[src/rtl/dq_bus_scheduler_pkg.sv]
// -----------------------------------------------------------------------------
// dq_bus_scheduler_pkg
// Shared backend definitions for the DQ bus scheduler:
//   mode_e          - DQ bus direction (MODE_RD = 0, MODE_WR = 1)
//   T_CCD_DEFAULT   - default minimum spacing between accepted CAS grants
//   T_RTRS_DEFAULT  - default extra gap on a rank switch
//   rank_w()        - width of a rank index (at least 1 bit)
//   cnt_w()         - width of a down-counter able to hold 0..n (at least 1 bit)
// -----------------------------------------------------------------------------
package dq_bus_scheduler_pkg;

  typedef enum logic {
    MODE_RD = 1'b0,
    MODE_WR = 1'b1
  } mode_e;

  localparam int T_CCD_DEFAULT  = 4;
  localparam int T_RTRS_DEFAULT = 2;

  function automatic int rank_w(input int num_rank);
    return (num_rank > 1) ? $clog2(num_rank) : 1;
  endfunction

  function automatic int cnt_w(input int max_val);
    return (max_val > 0) ? $clog2(max_val + 1) : 1;
  endfunction

endpackage

[src/rtl/dq_bus_scheduler_rr_pick.sv]
// -----------------------------------------------------------------------------
// dq_bus_scheduler_rr_pick
// Combinational round-robin finder: scans req starting at ptr, moving upward
// with wrap-around, and returns the first set bit.
// Ports:
//   req   [NUM_RANK-1:0] in  - request vector
//   ptr   [RW-1:0]       in  - first index to examine (must be < NUM_RANK)
//   found                out - some bit of req is set
//   pick  [RW-1:0]       out - index of the winning bit (0 when !found)
// -----------------------------------------------------------------------------
module dq_bus_scheduler_rr_pick
  import dq_bus_scheduler_pkg::*;
#(
  parameter int NUM_RANK = 2,
  localparam int RW = rank_w(NUM_RANK)
) (
  input  logic [NUM_RANK-1:0] req,
  input  logic [RW-1:0]       ptr,
  output logic                found,
  output logic [RW-1:0]       pick
);

  // idx[gi] is the rank examined gi positions after ptr.
  logic [RW-1:0]       idx [NUM_RANK];
  logic [NUM_RANK-1:0] hit;

  for (genvar gi = 0; gi < NUM_RANK; gi++) begin : g_rot
    logic [RW:0] sum;
    // ptr < NUM_RANK, so one conditional subtract is enough for the wrap.
    assign sum     = {1'b0, ptr} + (RW + 1)'(gi);
    assign idx[gi] = (sum >= (RW + 1)'(NUM_RANK)) ? RW'(sum - (RW + 1)'(NUM_RANK))
                                                  : sum[RW-1:0];
    assign hit[gi] = req[idx[gi]];
  end

  // Walk from the farthest offset down so the nearest hit overwrites.
  always_comb begin
    found = 1'b0;
    pick  = '0;
    for (int i = NUM_RANK - 1; i >= 0; i--) begin
      if (hit[i]) begin
        found = 1'b1;
        pick  = idx[i];
      end
    end
  end

endmodule

[src/rtl/dq_bus_scheduler.sv]
// -----------------------------------------------------------------------------
// dq_bus_scheduler
// Channel-level scheduler owning the DQ bus direction. Chooses read or write
// mode from write-queue watermarks and a write-burst cap, and hands out one
// CAS grant at a time to per-rank requesters, honouring tCCD between accepted
// grants and tRTRS on rank switches.
// Ports:
//   clk              in  - clock
//   rst              in  - asynchronous active-low reset
//   rdReq   [N-1:0]  in  - rank i has a read CAS ready
//   wrReq   [N-1:0]  in  - rank i has a write CAS ready
//   wrQueueCnt       in  - write-queue occupancy (0..WQ_DEPTH)
//   dqTurnaroundFree in  - turnaround window has expired
//   grantValid       out - CAS grant offered
//   grantRank        out - rank of the offered grant
//   grantIsWrite     out - direction of the offered grant
//   grantReady       in  - issue stage accepts the grant
//   channelMode      out - 0 = READ, 1 = WRITE
//   rankChanged      out - first rank of the new mode differs from last grant
// -----------------------------------------------------------------------------
module dq_bus_scheduler
  import dq_bus_scheduler_pkg::*;
#(
  parameter int NUM_RANK     = 2,
  parameter int WQ_DEPTH     = 32,
  parameter int WR_HIGH_WM   = 24,
  parameter int WR_LOW_WM    = 8,
  parameter int WR_BURST_MAX = 16,
  parameter int tCCD         = T_CCD_DEFAULT,
  parameter int tRTRS        = T_RTRS_DEFAULT,
  localparam int RW = rank_w(NUM_RANK),
  localparam int CW = $clog2(WQ_DEPTH + 1)
) (
  input  logic                clk,
  input  logic                rst,
  input  logic [NUM_RANK-1:0] rdReq,
  input  logic [NUM_RANK-1:0] wrReq,
  input  logic [CW-1:0]       wrQueueCnt,
  input  logic                dqTurnaroundFree,
  output logic                grantValid,
  output logic [RW-1:0]       grantRank,
  output logic                grantIsWrite,
  input  logic                grantReady,
  output logic                channelMode,
  output logic                rankChanged
);

  localparam int BW  = cnt_w(WR_BURST_MAX);
  localparam int CCW = cnt_w(tCCD);
  localparam int RTW = cnt_w(tRTRS);

  mode_e          mode_reg;
  logic           rank_changed_reg;
  logic           grant_valid_reg;
  logic           grant_is_write_reg;
  logic [RW-1:0]  grant_rank_reg;
  logic [RW-1:0]  last_rank_reg;
  logic [RW-1:0]  rr_ptr_reg;
  logic [CCW-1:0] ccd_cnt_reg;
  logic [RTW-1:0] rtrs_cnt_reg;
  logic [BW-1:0]  burst_cnt_reg;

  logic          rd_found, wr_found;
  logic [RW-1:0] rd_pick, wr_pick;
  logic          cur_found, new_found;
  logic [RW-1:0] cur_pick, new_pick;
  logic          accept, switch_cond, do_switch, do_issue;
  logic          ccd_ok, rtrs_ok;
  logic [RW-1:0] rr_ptr_next;

  // Both request vectors are scanned every cycle: the current mode's result
  // feeds grant issue, the other one predicts the first rank after a switch.
  dq_bus_scheduler_rr_pick #(.NUM_RANK(NUM_RANK)) u_rd_pick (
    .req   (rdReq),
    .ptr   (rr_ptr_reg),
    .found (rd_found),
    .pick  (rd_pick)
  );

  dq_bus_scheduler_rr_pick #(.NUM_RANK(NUM_RANK)) u_wr_pick (
    .req   (wrReq),
    .ptr   (rr_ptr_reg),
    .found (wr_found),
    .pick  (wr_pick)
  );

  always_comb begin
    accept = grant_valid_reg && grantReady;

    if (mode_reg == MODE_RD) begin
      switch_cond = (wrQueueCnt >= CW'(WR_HIGH_WM)) || (~|rdReq && |wrReq);
      cur_found   = rd_found;
      cur_pick    = rd_pick;
      new_found   = wr_found;
      new_pick    = wr_pick;
    end else begin
      switch_cond = |rdReq && ((wrQueueCnt <= CW'(WR_LOW_WM)) || ~|wrReq ||
                               (burst_cnt_reg >= BW'(WR_BURST_MAX)));
      cur_found   = wr_found;
      cur_pick    = wr_pick;
      new_found   = rd_found;
      new_pick    = rd_pick;
    end

    // The mode may only flip while no grant is outstanding.
    do_switch = !grant_valid_reg && switch_cond;

    // A grant decided now becomes visible next cycle, by which time the tCCD
    // counter has taken one more step; allowing issue at 1 makes accepted
    // grants exactly tCCD cycles apart (never closer than 2, the
    // valid/accept round trip).
    ccd_ok  = (ccd_cnt_reg <= CCW'(1));
    // A blocked rank switch stalls the whole cycle; there is no fall-back to
    // another rank.
    rtrs_ok = (cur_pick == last_rank_reg) || (rtrs_cnt_reg == '0);

    do_issue = !grant_valid_reg && dqTurnaroundFree && ccd_ok && rtrs_ok &&
               cur_found && !do_switch;

    rr_ptr_next = (grant_rank_reg == RW'(NUM_RANK - 1)) ? '0 : grant_rank_reg + 1'b1;
  end

  always_ff @(posedge clk or negedge rst) begin
    if (!rst) begin
      mode_reg           <= MODE_RD;
      rank_changed_reg   <= 1'b0;
      grant_valid_reg    <= 1'b0;
      grant_is_write_reg <= 1'b0;
      grant_rank_reg     <= '0;
      last_rank_reg      <= '0;
      rr_ptr_reg         <= '0;
      ccd_cnt_reg        <= '0;
      rtrs_cnt_reg       <= '0;
      burst_cnt_reg      <= '0;
    end else begin
      if (accept) begin
        ccd_cnt_reg  <= CCW'(tCCD - 1);
        rtrs_cnt_reg <= RTW'(tRTRS);
      end else begin
        if (ccd_cnt_reg != '0) ccd_cnt_reg <= ccd_cnt_reg - 1'b1;
        if (rtrs_cnt_reg != '0) rtrs_cnt_reg <= rtrs_cnt_reg - 1'b1;
      end

      if (accept) begin
        grant_valid_reg <= 1'b0;
        last_rank_reg   <= grant_rank_reg;
        rr_ptr_reg      <= rr_ptr_next;
        if (mode_reg == MODE_WR && burst_cnt_reg < BW'(WR_BURST_MAX))
          burst_cnt_reg <= burst_cnt_reg + 1'b1;
      end else if (do_switch) begin
        mode_reg         <= (mode_reg == MODE_RD) ? MODE_WR : MODE_RD;
        // With no requester in the new mode there is no first rank yet;
        // report no change.
        rank_changed_reg <= new_found && (new_pick != last_rank_reg);
        burst_cnt_reg    <= '0;
      end else if (do_issue) begin
        grant_valid_reg    <= 1'b1;
        grant_rank_reg     <= cur_pick;
        grant_is_write_reg <= (mode_reg == MODE_WR);
      end
    end
  end

  assign grantValid   = grant_valid_reg;
  assign grantRank    = grant_rank_reg;
  assign grantIsWrite = grant_is_write_reg;
  assign channelMode  = mode_reg;
  assign rankChanged  = rank_changed_reg;

`ifndef SYNTHESIS
  wr_queue_cnt_legal: assert property (@(posedge clk) disable iff (!rst)
    wrQueueCnt <= CW'(WQ_DEPTH));
`endif

endmodule

[config.mk]
export PLATFORM = sky130hd
export DESIGN_NAME = dq_bus_scheduler
export DESIGN_NICKNAME = d
export VERILOG_FILES = /design/src/rtl/dq_bus_scheduler_pkg.sv /design/src/rtl/dq_bus_scheduler_rr_pick.sv /design/src/rtl/dq_bus_scheduler.sv
export SDC_FILE = /design/constraint.sdc
export NUM_CORES = 1
export LEC_CHECK = 0
export ABC_CLOCK_PERIOD_IN_PS = 2170
export CAP_MARGIN = 20
export CORE_ASPECT_RATIO = 0.5
export CORE_MARGIN = 4
export CORE_UTILIZATION = 35
export CTS_CLUSTER_DIAMETER = 200
export DETAILED_ROUTE_END_ITERATION = 10
export DONT_BUFFER_PORTS = 1
export PLACE_DENSITY = 0.59
export SLEW_MARGIN = 20
export SYNTH_ARGS = -nofsm -noshare
export SYNTH_HDL_FRONTEND = slang
export SYNTH_SLANG_ARGS = --single-unit
[constraint.sdc]
create_clock -name clk -period 2.17 [get_ports clk]
set_input_delay 0 -clock clk [delete_from_list [all_inputs] [get_ports clk]]
set_output_delay 0 -clock clk [all_outputs]
set_load 0.05 [all_outputs]
## After elaboration in Yosys (flattened, before gate mapping)

Index checks and enable logic that the tools add are counted.

| word-level totals | value |
|---|---|
| bits in registers | 17 |
| output and inout bits | 5 |
| word-level logic and storage cells | 99 |
| input port bits | 14 |

| operators by class | value |
|---|---|
| bitwise logic cells | 2 |
| equal/unequal tests | 4 |
| add/subtract/negate cells | 7 |
| order comparisons | 9 |
| reductions and logical operators | 32 |
| multiplexer cells | 35 |

Operator list:

| kind | number |
|---|---|
| $mux W1 | 28 |
| $mux W5 | 3 |
| $logic_and A1 B1 Y1 | 11 |
| $reduce_bool A2 Y1 | 5 |
| $ge A6 B5 Y1 const B | 1 |
| $le A6 B4 Y1 const B | 1 |
| $mux W3 | 2 |
| $reduce_and A2 Y1 | 3 |
| $add A5 B1 Y5 const B | 1 |
| $ge A5 B5 Y1 const B | 1 |
| $lt A5 B5 Y1 const B | 1 |
| $logic_not A1 Y1 | 4 |
| $logic_or A1 B1 Y1 | 4 |
| $lt A1 B2 Y1 const B | 2 |
| $mux W2 | 2 |
| $reduce_or A2 Y1 | 2 |
| $le A3 B1 Y1 const B | 1 |
| $reduce_and A3 Y1 | 1 |
| $reduce_bool A3 Y1 | 1 |
| $sub A3 B1 Y3 const B | 1 |
| $add A1 B1 Y2 const B | 1 |
| $ge A1 B2 Y1 const B | 1 |
| $ge A2 B2 Y1 const B | 1 |
| $logic_not A2 Y1 | 1 |
| other kinds (8) | 10 |

## Depth between registers and ports, before layout

| logic depth | value |
|---|---|
| depth in word-level cells | 16 |
| depth in mapped cells | 6 |
| gate-level depth less buffers | 6 |

## Hierarchy

A second synthesis with hierarchy kept.

| second synthesis, totals | value |
|---|---|
| cell total of the unflattened synthesis | 94 |
| area total of the unflattened synthesis | 943.4 um2 |

By module, submodules not included:

| module | cells an instance | times used | area an instance (um2) | sequential area each (um2) |
|---|---|---|---|---|
| dq_bus_scheduler | 88 | 1 | 908.4 | 425.4 |
| dq_bus_scheduler_rr_pick | 3 | 2 | 17.5 | 0.0 |

## Least setup slack after synthesis

No wires, ideal clock.

| timing path | value |
|---|---|
| path type | register to register |
| start | register mode_reg (netlist: channelMode) |
| end | register grant_is_write_reg (netlist: grantIsWrite) |
| library setup time | 0.125 ns |
| arrival | 1.999 ns |
| period minus slack after synthesis | 2.125 ns |
| path buffers | 1 |
| stages on the path, launching flop included | 7 |
| data required time | 2.045 ns |
| setup slack | 0.045 ns |
| cells stage by stage | dfrtp_1 buf_4 inv_2 o32ai_2 xor2_1 a211o_4 mux2_4 |

| on the way | value |
|---|---|
| word-level cells in the longest chain between the ends | 7 |
| elaborated cells between the ends (all ways) | 12 |
| those cells by class | eq/ne: 1; mux: 3; bitwise: 1; reduce/logical: 7 |

RTL lines:

| element | RTL line | text |
|---|---|---|
| start, declared | dq_bus_scheduler.sv:52 | `mode_e mode_reg;` |
| start signal, assigned | dq_bus_scheduler.sv:151 | `mode_reg <= (mode_reg == MODE_RD) ? MODE_WR : MODE_RD;` |
| $mux W1 | dq_bus_scheduler.sv:90 | `if (mode_reg == MODE_RD) begin` |
| $eq A1 B1 Y1 | dq_bus_scheduler.sv:115 | `rtrs_ok = (cur_pick == last_rank_reg) \|\| (rtrs_cnt_reg == '0);` |
| $logic_or A1 B1 Y1 | dq_bus_scheduler.sv:115 |  |
| $logic_and A1 B1 Y1 (2 in a row) | dq_bus_scheduler.sv:117 | `do_issue = !grant_valid_reg && dqTurnaroundFree && ccd_ok && rtrs_ok &&` |
| $logic_and A1 B1 Y1 | dq_bus_scheduler.sv:118 | `cur_found && !do_switch;` |
| $reduce_and A3 Y1 (no line) | - |  |
| end signal, assigned | dq_bus_scheduler.sv:159 | `grant_is_write_reg <= (mode_reg == MODE_WR);` |
| end, declared | dq_bus_scheduler.sv:55 | `logic grant_is_write_reg;` |

Several ways; a longest one is shown, not always the timed one.
A chain may end at the register's enable or synchronous reset.

## Worst setup path in the final report

Same ends and word-level chain as after synthesis.

==> results.py <==
metrics = {
    "run_status": {
        "status": "finished, final reports clean",
    },
    "clocking": {
        "cts_max_path_buffers": 2,
        "cts_tree": "yes",
        "cts.sinks": 17,
        "cts_setup_buffers": 0,
        "cts_buffers": 3,
        "h-tree-depth": 1,
        "worstSkewPairLatency_ns": 0.25,
        "clockRootBuffer": "clkbuf_8",
        "path_clk_slew_ns": 0.06,
    },
    "yosys": {
        "ys_ff_latch": 17,
        "yosys.cell_types.count": 33,
        "synthTopCellsByArea": "dfrtp_1 42%, ha_1 6.1%, a2111oi_4 5.4%, xor2_1 5.1%, inv_1 3.7%",
        "synth.avg_cell_area_um2": 10.2,
        "syn_area_um2": 1020,
        "yosysTopAreaCell": "dfrtp_1",
        "yosys-top-cells-count": "17 x dfrtp_1, 10 x inv_1, 10 x nand2_1",
        "synth_top_area_share_pct": 41.6,
        "synth_warnings": 0,
        "ys_seq_area_share_pct": 41.6,
        "synthFlopType": "dfrtp_1",
        "synthCells": 100,
        "synthArstFlopShare_pct": 100,
        "syn_nets": 119,
        "synth_edf_count": 0,
        "yosysMostFrequentCell": "dfrtp_1",
    },
    "finish": {
        "drive_gt1_share_pct": 18.2,
        "nets": 130,
        "n_antenna_cell": 0,
        "fin_area_um2": 1170,
        "syn2layout_area_growth_pct": 14.3,
        "largest_reg_flops": 5,
    },
    "timing": {
        "fin_crit_sh_pct": 89.9,
        "fin_skew_ns": 0.00150,
        "period_needed_ns": 1.95,
        "rsz0062_at_grt": "no",
        "max_slew_margin_pct": 45.7,
        "hold_viol_final": 0,
        "setup_viol": 0,
        "fmax_mhz": 512,
        "fin_setup_tns_ns": 0,
        "worst_pin_slew_ns": 0.811,
        "drv_slew": 0,
    },
    "setup_path": {
        "cp_slowest_cell": "dfrtp_1",
        "crit_family": "compound AO/OA/AOI/OAI gates",
        "r2r_cells": 5,
        "crit_type": "flip-flop to flip-flop",
        "endpoint_kind": "flip-flop",
        "crit_buf_inv": 1,
        "worstPathArrival_ns": 2.09,
        "rr_startpoint": "channelMode$_DFFE_PN0P_",
        "crit_start": "channelMode$_DFFE_PN0P_",
        "crit_fanout": 14,
        "slowest_delay_ns": 0.64,
        "required_ns": 2.31,
        "crit_chain": "inv_2, o32ai_2, xor2_1, a211o_4, mux2_4",
        "critical_path_cell_count": 5,
        "start_kind": "flip-flop",
    },
    "pwr": {
        "leakagePower_nw": 0.526,
        "peakVddDrop_v": 0.000443,
        "power_density_nw_per_um2": 1300,
    },
    "global_routing": {
        "busiest_layer": "met2",
        "antenna_found_initial": 0,
        "grt_max_degree": 18,
        "track_usage_pct": 11.9,
        "grt_use_met1_pct": 14.6,
        "grtUsageMet2_pct": 18.5,
        "overflow": 0,
        "grt.met3_usage_pct": 4.64,
        "grt_pass1_vias": 707,
        "grt_pass1_wl_mm": 3.42,
    },
    "min_path": {
        "hold_path.class": "input port to flip-flop",
        "worstHoldStart": "grantReady",
        "whs_path_depth": 2,
    },
    "route": {
        "vias_per_cell": 5.01,
        "drt_iter0_drc": 31,
        "dr.pass1.iters": 4,
        "routed_wl_mm": 2.01,
        "drc_errors": 0,
        "wl_per_cell_um": 13.7,
        "vias": 737,
        "ant_nets": 0,
    },
    "floorplanning": {
        "fp-row-count": 13,
        "start_util_pct": 38.1,
        "core_um2": 2680,
        "dieArea_um2": 3910,
        "fp.dieH_um": 46.2,
        "die-width_um": 84.5,
        "io_pins": 19,
    },
    "placement": {
        "gp_congestion": 0.738,
        "port_buffers": 0,
        "hpwl_mm": 1.56,
        "place_area_um2": 1080,
    },
    "job": {
        "drv_cap": 0,
    },
}
-- cell type report --
class	count	area, um^2
Clock buffer	4	45.0
Fill cell	263	1510
Inverter	11	41.3
Multi-Input combinational cell	71	549
Sequential cell	17	425
Tap cell	37	46.3
Timing Repair Buffer	7	62.6
-- through the flow --
| stage | cells | hold slack, ns | util, % | setup WS [ns] | total power [mW] |
|---|---|---|---|---|---|
| after floorplan | 100 | -0.296 | - | 0.0455 | 1.14 |
| after global placement | 139 | -0.295 | 40.4 | 0.256 | 1.27 |
| after detailed placement | 139 | -0.295 | 40.4 | 0.217 | 1.29 |
| after CTS | 147 | 0.0523 | 43.6 | 0.214 | 1.55 |
| after global routing | 147 | 0.0585 | 43.6 | 0.131 | 1.65 |
| final | 147 | 0.0549 | 43.6 | 0.218 | 1.52 |
-- power breakdown --
group / total [mW] / switching, mW / internal (mW)
Sequential: 0.657 / 0.221 / 0.436
Clock: 0.236 / 0.106 / 0.130
Combinational: 0.626 / 0.337 / 0.289
Total: 1.52 / 0.664 / 0.856
-- cell usage in the layout, fill, tap and decap left out, types with 2 or more instances in the layout --
master	instances
o21ai_0	3
or2_2	2
a2111oi_4	2
nor2_1	9
buf_4	3
nor3_2	2
dfrtp_1	17
nand2b_1	2
o211ai_1	2
inv_1	10
xor2_1	6
clkbuf_8	3
a21oi_1	6
nand2_1	10
mux2_4	2
ha_1	5
o2111ai_1	2
dlygate4sd3_1	4
o21ai_1	3
-- metal layers --
metal | vias up | routed length [um]
met5 | - | 0
met4 | 0 | 36
met3 | 4 | 154
met2 | 20 | 841
met1 | 339 | 979
li1 | 374 | -
-- repair_timing --
action | CTS | global route
resized for setup | 0 | 0
endpoints found under the hold margin | 21 | 0
hold buffers | 4 | 0
-- cell families (layout without fill, tap and decap cells) --
logic type	Yosys count	in the layout	share of synthesized area, %
and+or+nand+nor	31	31	15.6
AOI/OAI and AO/OA	26	26	22.7
DFF	17	17	41.6
buffers and inverters	12	22	4.77
xor gates and xnor gates	6	6	5.13
adders and majority gates	5	5	6.11
muxes	3	3	4.03
-- worst paths after layout --
path / slack, ns / to
worst max-delay path: 0.22 / grantIsWrite$_DFFE_PN0P_
worst min-delay path: 0.05 / ccd_cnt_reg[0]$_DFFE_PN0P_
min in group asynchronous: 0.28 / grantIsWrite$_DFFE_PN0P_
worst min register to register: 0.51 / rtrs_cnt_reg[1]$_DFFE_PN0P_
max in group asynchronous: 1.39 / ccd_cnt_reg[0]$_DFFE_PN0P_
worst max register to register: 0.22 / grantIsWrite$_DFFE_PN0P_
Note: power is estimated with default switching activity, not from simulation.
